==> src/rtl/jk_ff_pkg.sv <==
// rtl/jk_ff_pkg.sv - shared types and next-state function for the JK flip-flop bank
//
// Purpose: mode encoding and the per-bit next-state rule used by every cell.
// Contents:
//   jk_mode_t  - operating mode for the whole bank
//   jk_next_t  - next bit value plus SR-illegal indication
//   jk_next()  - pure next-state function for one bit
package jk_ff_pkg;

  typedef enum logic [1:0] {
    MODE_JK = 2'd0,
    MODE_T  = 2'd1,
    MODE_D  = 2'd2,
    MODE_SR = 2'd3
  } jk_mode_t;

  typedef struct packed {
    logic q;
    logic illegal;
  } jk_next_t;

  // In T and D modes k is a don't-care; j carries the T or D input.
  function automatic jk_next_t jk_next(input jk_mode_t mode, input logic q,
                                       input logic j, input logic k);
    jk_next_t r;
    r.q       = q;
    r.illegal = 1'b0;
    unique case (mode)
      MODE_JK: begin
        unique case ({j, k})
          2'b00:   r.q = q;
          2'b01:   r.q = 1'b0;
          2'b10:   r.q = 1'b1;
          default: r.q = ~q;
        endcase
      end
      MODE_T:  r.q = j ? ~q : q;
      MODE_D:  r.q = j;
      default: begin
        // S=R=1 is undefined for a real SR latch: hold the bit and report it.
        unique case ({j, k})
          2'b10:   r.q = 1'b1;
          2'b01:   r.q = 1'b0;
          2'b00:   r.q = q;
          default: begin
            r.q       = q;
            r.illegal = 1'b1;
          end
        endcase
      end
    endcase
    return r;
  endfunction

endpackage

==> src/rtl/jk_ff_bank_cell.sv <==
// rtl/jk_ff_bank_cell.sv - one flip-flop of the bank with its sticky change flag
//
// Purpose: holds one state bit, its sticky changed flag, and reports
// per-cycle change and SR-illegal strobes to the bank.
// Ports:
//   clk, rst         - clock, synchronous active-low reset
//   en, load, mode   - update enable, parallel-load strobe, operating mode
//   j, k, d          - mode inputs and parallel-load data for this bit
//   clr_status       - clears the sticky changed flag
//   q                - state bit
//   changed          - sticky: q changed since last clear
//   change_stb       - q is about to change on this edge
//   illegal          - SR mode with S=R=1 is being applied on this edge
module jk_ff_bank_cell
  import jk_ff_pkg::*;
(
  input  logic     clk,
  input  logic     rst,
  input  logic     en,
  input  logic     load,
  input  jk_mode_t mode,
  input  logic     j,
  input  logic     k,
  input  logic     d,
  input  logic     clr_status,
  output logic     q,
  output logic     changed,
  output logic     change_stb,
  output logic     illegal
);

  logic     q_q, q_d;
  logic     changed_q, changed_d;
  jk_next_t nxt;

  always_comb begin
    nxt        = jk_next(mode, q_q, j, k);
    q_d        = q_q;
    illegal    = 1'b0;
    if (load) begin
      // A load bypasses the mode logic entirely, so no SR check either.
      q_d = d;
    end else if (en) begin
      q_d     = nxt.q;
      illegal = nxt.illegal;
    end
    change_stb = (q_d != q_q);
    // A new change on the clearing edge wins over the clear.
    changed_d  = (changed_q & ~clr_status) | change_stb;
  end

  always_ff @(posedge clk) begin
    if (!rst) begin
      q_q       <= 1'b0;
      changed_q <= 1'b0;
    end else begin
      q_q       <= q_d;
      changed_q <= changed_d;
    end
  end

  assign q       = q_q;
  assign changed = changed_q;

endmodule

==> src/rtl/jk_ff_bank.sv <==
// rtl/jk_ff_bank.sv - bank of mode-selectable JK flip-flops with sticky status
//
// Purpose: WIDTH flip-flops sharing clock, mode, enable and load; sticky
// per-bit change flags, a sticky SR-illegal flag and, when
// JK_FF_BANK_CNT_EN is defined, a saturating change-event counter.
// Parameters: WIDTH (>=1) bank width, CNT_W (>=2) event counter width.
// Ports:
//   clk, rst            - clock, synchronous active-low reset
//   en, mode, j, k      - update enable, mode, per-bit J/T/D/S and K/R inputs
//   load, d             - parallel load strobe and data (beats en)
//   clr_status          - clears changed, err and event_cnt
//   q, q_bar            - state and its combinational complement
//   changed, err        - sticky per-bit change flags, sticky SR-illegal flag
//   event_cnt           - cycles in which q changed (JK_FF_BANK_CNT_EN only)
module jk_ff_bank
  import jk_ff_pkg::*;
#(
  parameter int WIDTH = 8,
  parameter int CNT_W = 16
) (
  input  logic             clk,
  input  logic             rst,
  input  logic             en,
  input  jk_mode_t         mode,
  input  logic [WIDTH-1:0] j,
  input  logic [WIDTH-1:0] k,
  input  logic             load,
  input  logic [WIDTH-1:0] d,
  input  logic             clr_status,
  output logic [WIDTH-1:0] q,
  output logic [WIDTH-1:0] q_bar,
  output logic [WIDTH-1:0] changed,
`ifdef JK_FF_BANK_CNT_EN
  output logic [CNT_W-1:0] event_cnt,
`endif
  output logic             err
);

  if (WIDTH < 1 || CNT_W < 2) begin : g_bad_params
    $error("jk_ff_bank: WIDTH must be >=1 and CNT_W >=2");
  end

  logic [WIDTH-1:0] change_stb;
  logic [WIDTH-1:0] illegal;
  logic             any_change;
  logic             err_q, err_d;

  for (genvar i = 0; i < WIDTH; i++) begin : g_cell
    jk_ff_bank_cell u_cell (
      .clk        (clk),
      .rst        (rst),
      .en         (en),
      .load       (load),
      .mode       (mode),
      .j          (j[i]),
      .k          (k[i]),
      .d          (d[i]),
      .clr_status (clr_status),
      .q          (q[i]),
      .changed    (changed[i]),
      .change_stb (change_stb[i]),
      .illegal    (illegal[i])
    );
  end

  assign q_bar      = ~q;
  assign any_change = |change_stb;

  always_comb begin
    err_d = (err_q & ~clr_status) | (|illegal);
  end

  always_ff @(posedge clk) begin
    if (!rst) begin
      err_q <= 1'b0;
    end else begin
      err_q <= err_d;
    end
  end

  assign err = err_q;

`ifdef JK_FF_BANK_CNT_EN
  localparam logic [CNT_W-1:0] CNT_MAX = {CNT_W{1'b1}};

  logic [CNT_W-1:0] cnt_q, cnt_d;

  always_comb begin
    cnt_d = cnt_q;
    if (clr_status) begin
      // The change on a clearing edge is counted as the first new event.
      cnt_d = any_change ? {{(CNT_W-1){1'b0}}, 1'b1} : '0;
    end else if (any_change && cnt_q != CNT_MAX) begin
      cnt_d = cnt_q + 1'b1;
    end
  end

  always_ff @(posedge clk) begin
    if (!rst) begin
      cnt_q <= '0;
    end else begin
      cnt_q <= cnt_d;
    end
  end

  assign event_cnt = cnt_q;
`else
  logic unused_any_change;
  assign unused_any_change = any_change;
`endif

endmodule

==> config.mk <==
export PLATFORM = sky130hd
export DESIGN_NAME = jk_ff_bank
export DESIGN_NICKNAME = d
export VERILOG_FILES = /design/src/rtl/jk_ff_pkg.sv /design/src/rtl/jk_ff_bank_cell.sv /design/src/rtl/jk_ff_bank.sv
export SDC_FILE = /design/constraint.sdc
export NUM_CORES = 1
export LEC_CHECK = 0
export BUFFER_PORTS_ARGS = -buffer_cell sky130_fd_sc_hd__buf_4
export CORE_ASPECT_RATIO = 1.5
export CORE_MARGIN = 3
export CORE_UTILIZATION = 25
export CTS_CLUSTER_SIZE = 30
export DETAILED_ROUTE_END_ITERATION = 10
export SYNTH_ARGS = -nofsm -noshare
export SYNTH_HDL_FRONTEND = slang
export SYNTH_SLANG_ARGS = --single-unit
==> constraint.sdc <==
create_clock -name clk -period 2.55 [get_ports clk]
set_clock_uncertainty 0.15 [all_clocks]
set_input_delay 0.255 -clock clk [delete_from_list [all_inputs] [get_ports clk]]
set_output_delay 0.255 -clock clk [all_outputs]
set_load 0.02 [all_outputs]
; Word level (Yosys, flattened, before mapping)
; Cells that the tools add are included.
[totals]
word_cells = 170
register_bits = 17
out_inout_bits = 25
input_bits = 31
[classes]
reduce_logical = 19
n_eq_ne = 26
muxes = 80
bitwise_logic = 28
[op_table]
columns = op, count
row1 = $mux 1, 56
row2 = $pmux 1 s3, 16
row3 = $reduce_or 3->1, 9
row4 = $eq 2x1->1 const B, 9
row5 = $eq 2x2->1 const B, 9
row6 = $logic_not 2->1, 9
row7 = $pmux 1 s2, 8
row8 = $and 1x1->1, 9
row9 = $not 1->1, 9
row10 = $or 1x1->1, 9
row11 = $ne 1x1->1, 8
row12 = $not 8->8, 1
row13 = $reduce_or 8->1, 1

; Depth between registers and ports, before layout
; Gate-level depths: netlist (run 1).
[depth]
word_depth = 8
ltp_mapped = 7
ltp_nobuf = 6

; Modules after synthesis
; From an unflattened synthesis (run 1), not the netlist that was laid out.
[hier_totals]
hier_cells = 224
hier_area_um2 = 1798.0
[modules_own_cells]
columns = mod, area_each_um2, cells_per_inst, seq_area_each_um2, n_inst
row1 = jk_ff_bank_cell (g_cell[0].u_cell ...), 207.7, 25, 40.0, 6
row2 = jk_ff_bank_cell (g_cell[6].u_cell ...), 230.2, 30, 40.0, 2
row3 = jk_ff_bank, 91.3, 14, 20.0, 1

; Worst setup path after synthesis (run 1)
; Ideal clock, no wire load.
[synth_path]
path_kind = input port to flip-flop
start = input k[5]
end = register g_cell[5].u_cell.q_q
path_slack_ns = 0.792
path_stages = 6
path_buffers = 0
required_ns = 2.273
t_arrival_ns = 1.480
setup_time_ns = 0.127
cell_sequence = inv_1 -> ha_1 -> mux2_2 -> mux4_2 -> o311ai_1 -> o21ai_1
[synth_via]
elab_chain_len = 5
elab_cells_between_ends = 8
classes_between = eq/ne: 2 / mux: 5 / reduce/logical: 1
[synth_lines]
columns = element, line_no
row1 = start: declaration, jk_ff_bank.sv:26  ; input logic [WIDTH-1:0] k,
row2 = "$eq 2x2->1, or another cell as far along", "jk_ff_pkg.sv:30, jk_ff_pkg.sv:41"
row3 = $pmux 1 s3 or $pmux 1 s2 (tied branches), "jk_ff_pkg.sv:30, jk_ff_pkg.sv:41"
row4 = $pmux 1 s3 (*), jk_ff_pkg.sv:28  ; unique case (mode)
row5 = $mux 1 (*), jk_ff_bank_cell.sv:43  ; end else if (en) begin
row6 = $mux 1 (*), jk_ff_bank_cell.sv:40  ; if (load) begin
row7 = end signal: assignment, jk_ff_bank_cell.sv:57  ; q_q <= q_d;
row8 = end: declaration, jk_ff_bank_cell.sv:32  ; logic q_q, q_d;
; Every way passes the cells marked *; elsewhere a longest branch is shown, timed or not.
; A chain may end at the register's enable or synchronous reset.

; Final worst setup path (run 1)
[layout_path]
start = input j[5]
end = register g_cell[5].u_cell.q_q
[layout_via]
elab_chain_len = 5
elab_cells_between_ends = 9
classes_between = eq/ne: 2 / mux: 6 / reduce/logical: 1
[layout_lines]
columns = element, line_no
row1 = start: declaration, jk_ff_bank.sv:25  ; input logic [WIDTH-1:0] j,
row2 = "$eq 2x2->1, or another cell as far along", "jk_ff_pkg.sv:30, jk_ff_pkg.sv:41"
row3 = $pmux 1 s3 or $pmux 1 s2 (tied branches), "jk_ff_pkg.sv:30, jk_ff_pkg.sv:41"
row4 = $pmux 1 s3 (*), jk_ff_pkg.sv:28
row5 = $mux 1 (*), jk_ff_bank_cell.sv:43
row6 = $mux 1 (*), jk_ff_bank_cell.sv:40
; Marked as above.

==> impl_metrics.json, run 1 <==
{
  "status": "finished, final reports clean",
  "cp.required_ps": 2520,
  "synthesis.nets": 291,
  "synth.avg_cell_area_um2": 8.71,
  "drive_above_1_share_pct": 35.3,
  "max_freq_mhz": 586,
  "finalCriticalPeriod_ps": 1710,
  "p_int_mw": 0.714,
  "start_util_pct": 26.1,
  "p_sw_mw": 0.355,
  "viasPerCell": 4.72,
  "yosys.cell_types.count": 36,
  "hold_class": "input pin to flop",
  "dieArea_um2": 9670,
  "yosysSeqAreaShare_pct": 16.0,
  "async_reset_ff_share_pct": 0,
  "dr_wl_met3_um": 238,
  "crit_slowest_cell": "mux4_2",
  "synth_top_flop_cell": "dfxtp_1",
  "seq_power_share_pct": 29.7,
  "worst_pin_slew_ps": 426,
  "finalWeightedCongestion": 0.747,
  "syn_inst": 244,
  "period_share_pct": 66.9,
  "final_area_um2": 2520,
  "hold_viol_final": 0,
  "clock_sinks": 17,
  "syn_area_um2": 2130,
  "comb_power_share_pct": 40.3,
  "gr-usage-all-layers_pct": 11.8,
  "area_growth_pct": 18.4,
  "path_clk_slew_ps": 50,
  "grt_remaining_overflow": 0,
  "placed_cell_area_um2": 2440,
  "post-cts-setup-buffers": 0,
  "instances_no_fill": 377,
  "p_leak_nw": 1.20,
  "num_vias": 1780,
  "setup_viol": 0,
  "cts_resized": 0,
  "critPathKind": "input pin to flop",
  "io_buffers": 55,
  "ir_worst_vdd_mv": 0.213,
  "fin_nets": 320,
  "cts_hold_buffers": 0,
  "cts_tree": "done",
  "htree_levels": 1,
  "ys_ff_latch": 17,
  "cp-start-kind": "input pin",
  "diodes": 0,
  "insertion_delay_ps": 250,
  "crit_chain": "buf_4 -> ha_1 -> mux2_2 -> mux4_2 -> o311ai_1 -> o21ai_1",
  "rows": 40,
  "dr_wl_met2_mm": 2.83,
  "place_hpwl_mm": 4.12,
  "io_pins": 56,
  "root_buffer": "clkbuf_16",
  "met1_length_mm": 2.20,
  "power.density_nw_per_um2": 425,
  "slew_headroom_pct": 71.6,
  "setup_tns_ps": 0,
  "synth-edff-count": 0,
  "first_global_vias": 1888,
  "detail-route-antenna-nets": 0,
  "numCtsBuffers": 3,
  "slowest_delay_ps": 460,
  "crit_arrival_ps": 1680,
  "rsz0062_at_grt": "no",
  "top_layer": "met4",
  "drc": 0,
  "wl_mm": 5.39,
  "cp_max_fo": 8,
  "core_area_um2": 8160,
  "fp.dieW_um": 81.3,
  "pwr-share-clk_pct": 30.0,
  "finish.utilization_pct": 30.9,
  "wire_per_inst_um": 14.3,
  "hold_ws_ps": 177,
  "ys.warnings.count": 0,
  "end_kind": "flop",
  "grt_first_pass_wirelength_mm": 9.03,
  "clockBufferDepth": 2,
  "antenna_found_initial": 0,
  "dp.cells": 373,
  "first_pass_iters": 4,
  "grt_max_degree": 29,
  "die_h_um": 119,
  "drtIter0Drc": 115,
  "drv_cap": 0,
  "final_max_slew_viol_count": 0,
  "switching_share_pct": 33.2
}
==> per-layer routing <==
layer | vias up | global-route usage, %
met5 | - | 0
met4 | 0 | 4.65
met3 | 8 | 1.74
met2 | 36 | 21.0
met1 | 840 | 13.6
li1 | 896 | -
==> logic make-up (layout without fill, tap and decap cells) <==
logic type	count (synthesis)	after routing	synth area share [%]
AOI/OAI and AO/OA	43	43	20.9
xor gates and xnor gates	2	2	0.824
adders and majority gates	16	16	9.42
buffers and inverters	55	83	15.1
DFF	17	17	16.0
muxes	23	23	15.2
and+or+nand+nor	88	88	22.5
==> area by class of cell <==
| type | instances | area [um2] |
|---|---|---|
| Clock buffer | 4 | 78.8 |
| Fill cell | 875 | 5640 |
| Inverter | 24 | 90.1 |
| Multi-Input combinational cell | 172 | 1460 |
| Sequential cell | 17 | 340 |
| Tap cell | 105 | 131 |
| Timing Repair Buffer | 55 | 413 |
==> flip-flops by register name (all words and copies together), names as in the netlist <==
register	cells
g_cell.u_cell.q	8
g_cell.u_cell.changed	8
err	1
==> cells in the final DEF, fill, tap and decap left out, drive strengths merged, types with 8 or more instances in the layout <==
master / instances
dfxtp: 17
nand2: 26
nand2b: 8
inv: 24
a21oi: 10
o21ai: 9
ha: 16
buf: 55
mux2: 22
nand3: 21
nor2b: 9
nor2: 8
==> power by group through the flow <==
stage / Combinational (mW) / Clock [mW] / Sequential, mW
6_report: 0.431 / 0.320 / 0.318
5_1_grt: 0.472 / 0.344 / 0.323
3_3_place_gp: 0.428 / 0 / 0.325
4_1_cts: 0.437 / 0.329 / 0.319
3_5_place_dp: 0.436 / 0 / 0.324
2_1_floorplan: 0.338 / 0 / 0.314
==> worst max-delay path: cells and delay by family <==
family	cells	cell delay, ps
adder cells (fa/ha/maj)	1	300
multiplexers	2	790
buffers and inverters	1	140
AO/OA/AOI/OAI	2	190
==> synth_stat cells (all sizes together), types with 5 or more instances <==
cell / instances / area share [%]
ha: 16 / 9.4
a21oi: 10 / 2.4
o311a: 7 / 3.3
mux2: 22 / 14
nand2b: 8 / 2.4
clkbuf: 5 / 0.88
nor2: 8 / 2.2
inv: 24 / 4.2
a31o: 7 / 2.9
dfxtp: 17 / 16
nor2b: 9 / 2.6
nand2: 26 / 4.6
o32ai: 7 / 9.1
and3b: 7 / 2.9
buf: 26 / 10
nand3: 21 / 4.9
o21ai: 9 / 2.1
==> path summary, 6_finish.rpt <==
kind,from,slack [ps],end,depth (start not counted)
max,j[5],840,g_cell[5].u_cell.q,6
min reg2reg,err,320,err,2
min,d[5],180,g_cell[5].u_cell.q,3
max reg2reg,g_cell[5].u_cell.q,900,g_cell[5].u_cell.q,4
==> per-stage QoR <==
stage	setup WS, ps	power [mW]
2_1_floorplan	792	0.652
3_3_place_gp	613	0.753
3_5_place_dp	570	0.760
4_1_cts	834	1.09
5_1_grt	764	1.14
6_report	843	1.07
Note: power is estimated with default switching activity, not from simulation.
==> run 2: changes to the inputs <==
- clock period: 2.55 -> 1.4 ns (I/O delays scaled with it)
==> impl_metrics.json, run 2 (synthesis results as in run 1) <==
{
  "power.total_mw": 2.11,
  "io_buffers": 55,
  "placed_cell_area_um2": 2760,
  "die_h_um": 119,
  "p_sw_mw": 0.703,
  "status": "finished, violations left",
  "critPathKind": "flop to flop",
  "cp-start-kind": "flop",
  "violations": "setup timing",
  "gr-usage-all-layers_pct": 12.7,
  "nFillCells": 859,
  "place_hpwl_mm": 4.47,
  "multi_input_area_um2": 1510,
  "drtIter0Drc": 47,
  "mostFrequentLayoutCells": "buf_4 (90), nand2_1 (26), nand3_1 (21)",
  "max_freq_mhz": 656,
  "period_share_pct": 109,
  "path_clk_slew_ps": 60,
  "start_util_pct": 26.1,
  "finalCriticalPeriod_ps": 1520,
  "dieArea_um2": 9670,
  "fp.dieW_um": 81.3,
  "p_int_mw": 1.40,
  "setup_tns_ps": -124,
  "grt_max_degree": 23,
  "viasPerCell": 4.70,
  "worst_pin_slew_ps": 463,
  "hold_viol_final": 0,
  "io_pins": 56,
  "seq_power_share_pct": 27.6,
  "place_ws_ps": -374,
  "finish.utilization_pct": 35.2,
  "final_max_slew_viol_count": 0,
  "first_global_vias": 2033,
  "cp_max_fo": 5,
  "setup_viol": 1,
  "final_area_um2": 2870,
  "cts_hold_buffers": 0,
  "hold_ws_ps": 51.4,
  "drive_above_1_share_pct": 48.7,
  "pwr-share-clk_pct": 29.0,
  "final_common_cell": "buf_4",
  "clockBufferDepth": 2,
  "antenna_found_initial": 0,
  "area_growth_pct": 35.0,
  "rsz0062_at_grt": "yes",
  "root_buffer": "clkbuf_16",
  "first_pass_iters": 4,
  "slew_headroom_pct": 69.2,
  "crit_arrival_ps": 1510,
  "num_vias": 1942,
  "dp.cells": 408,
  "hold_class": "input pin to flop",
  "drc": 0,
  "end_kind": "flop",
  "grt_remaining_overflow": 0,
  "wire_per_inst_um": 13.9,
  "setup_slack_ps": -124,
  "rows": 40,
  "drv_cap": 0,
  "detail-route-antenna-nets": 0,
  "ff_latch_area_um2": 353,
  "ir_worst_vdd_mv": 0.336,
  "grt_first_pass_wirelength_mm": 9.66,
  "cts_tree": "done",
  "cp.required_ps": 1380,
  "instances_no_fill": 413,
  "clock_sinks": 17,
  "power.density_nw_per_um2": 734,
  "switching_share_pct": 33.4,
  "fin_nets": 356,
  "p_leak_nw": 1.39,
  "numCtsBuffers": 3,
  "wl_mm": 5.76,
  "comb_power_share_pct": 43.4,
  "diodes": 0,
  "core_area_um2": 8160,
  "finalWeightedCongestion": 0.811,
  "htree_levels": 1,
  "insertion_delay_ps": 250
}
run 2: repair_timing:
| action | 4_1_cts | 5_1_grt |
|---|---|---|
| gates resized for setup | 3 | 14 |
| setup endpoints to repair | 3 | 9 |
| pin swaps | 0 | 1 |
| hold endpoints to repair | 0 | 0 |
| setup buffers | 0 | 1 |
run 2: area by class of cell:
class,count,area share (%)
flip-flops and latches,17,12.3
inverters,24,3.57
well taps,105,4.58
clock buffers,4,2.75
repair buffers,91,24.2
multi-input cells,172,52.6
run 2: layer usage:
metal  track usage (%)  vias to the layer above  share of wire, %
li1                  -                      973                 -
met1              14.5                      897                40
met2              22.7                       58                53
met3              1.89                       14               4.5
met4              5.81                        0               2.3
met5                 0                        -                 0
run 2: critical path, stage by stage (launching register included):
cell	delay, ps
dfxtp_2	350
mux2_4	250
mux4_2	470
o311ai_1	80
o21ai_1	100
run 2: power groups by stage:
stage,Sequential (mW),Clock (mW),Combinational (mW)
3_3_place_gp,0.586,0,0.895
3_5_place_dp,0.587,0,0.910
4_1_cts,0.578,0.634,0.915
6_report,0.580,0.611,0.914
2_1_floorplan,0.575,0,0.633
5_1_grt,0.586,0.648,0.997
run 2: path summary, 6_finish.rpt:
| path | start | end | slack (ps) | depth (start not counted) |
|---|---|---|---|---|
| worst min-delay path | d[5] | g_cell[5].u_cell.q | 50 | 3 |
| worst min register to register | err | err | 330 | 2 |
| worst max register to register | g_cell[5].u_cell.q | g_cell[5].u_cell.q | -120 | 4 |
| worst max-delay path | g_cell[5].u_cell.q | g_cell[5].u_cell.q | -120 | 4 |
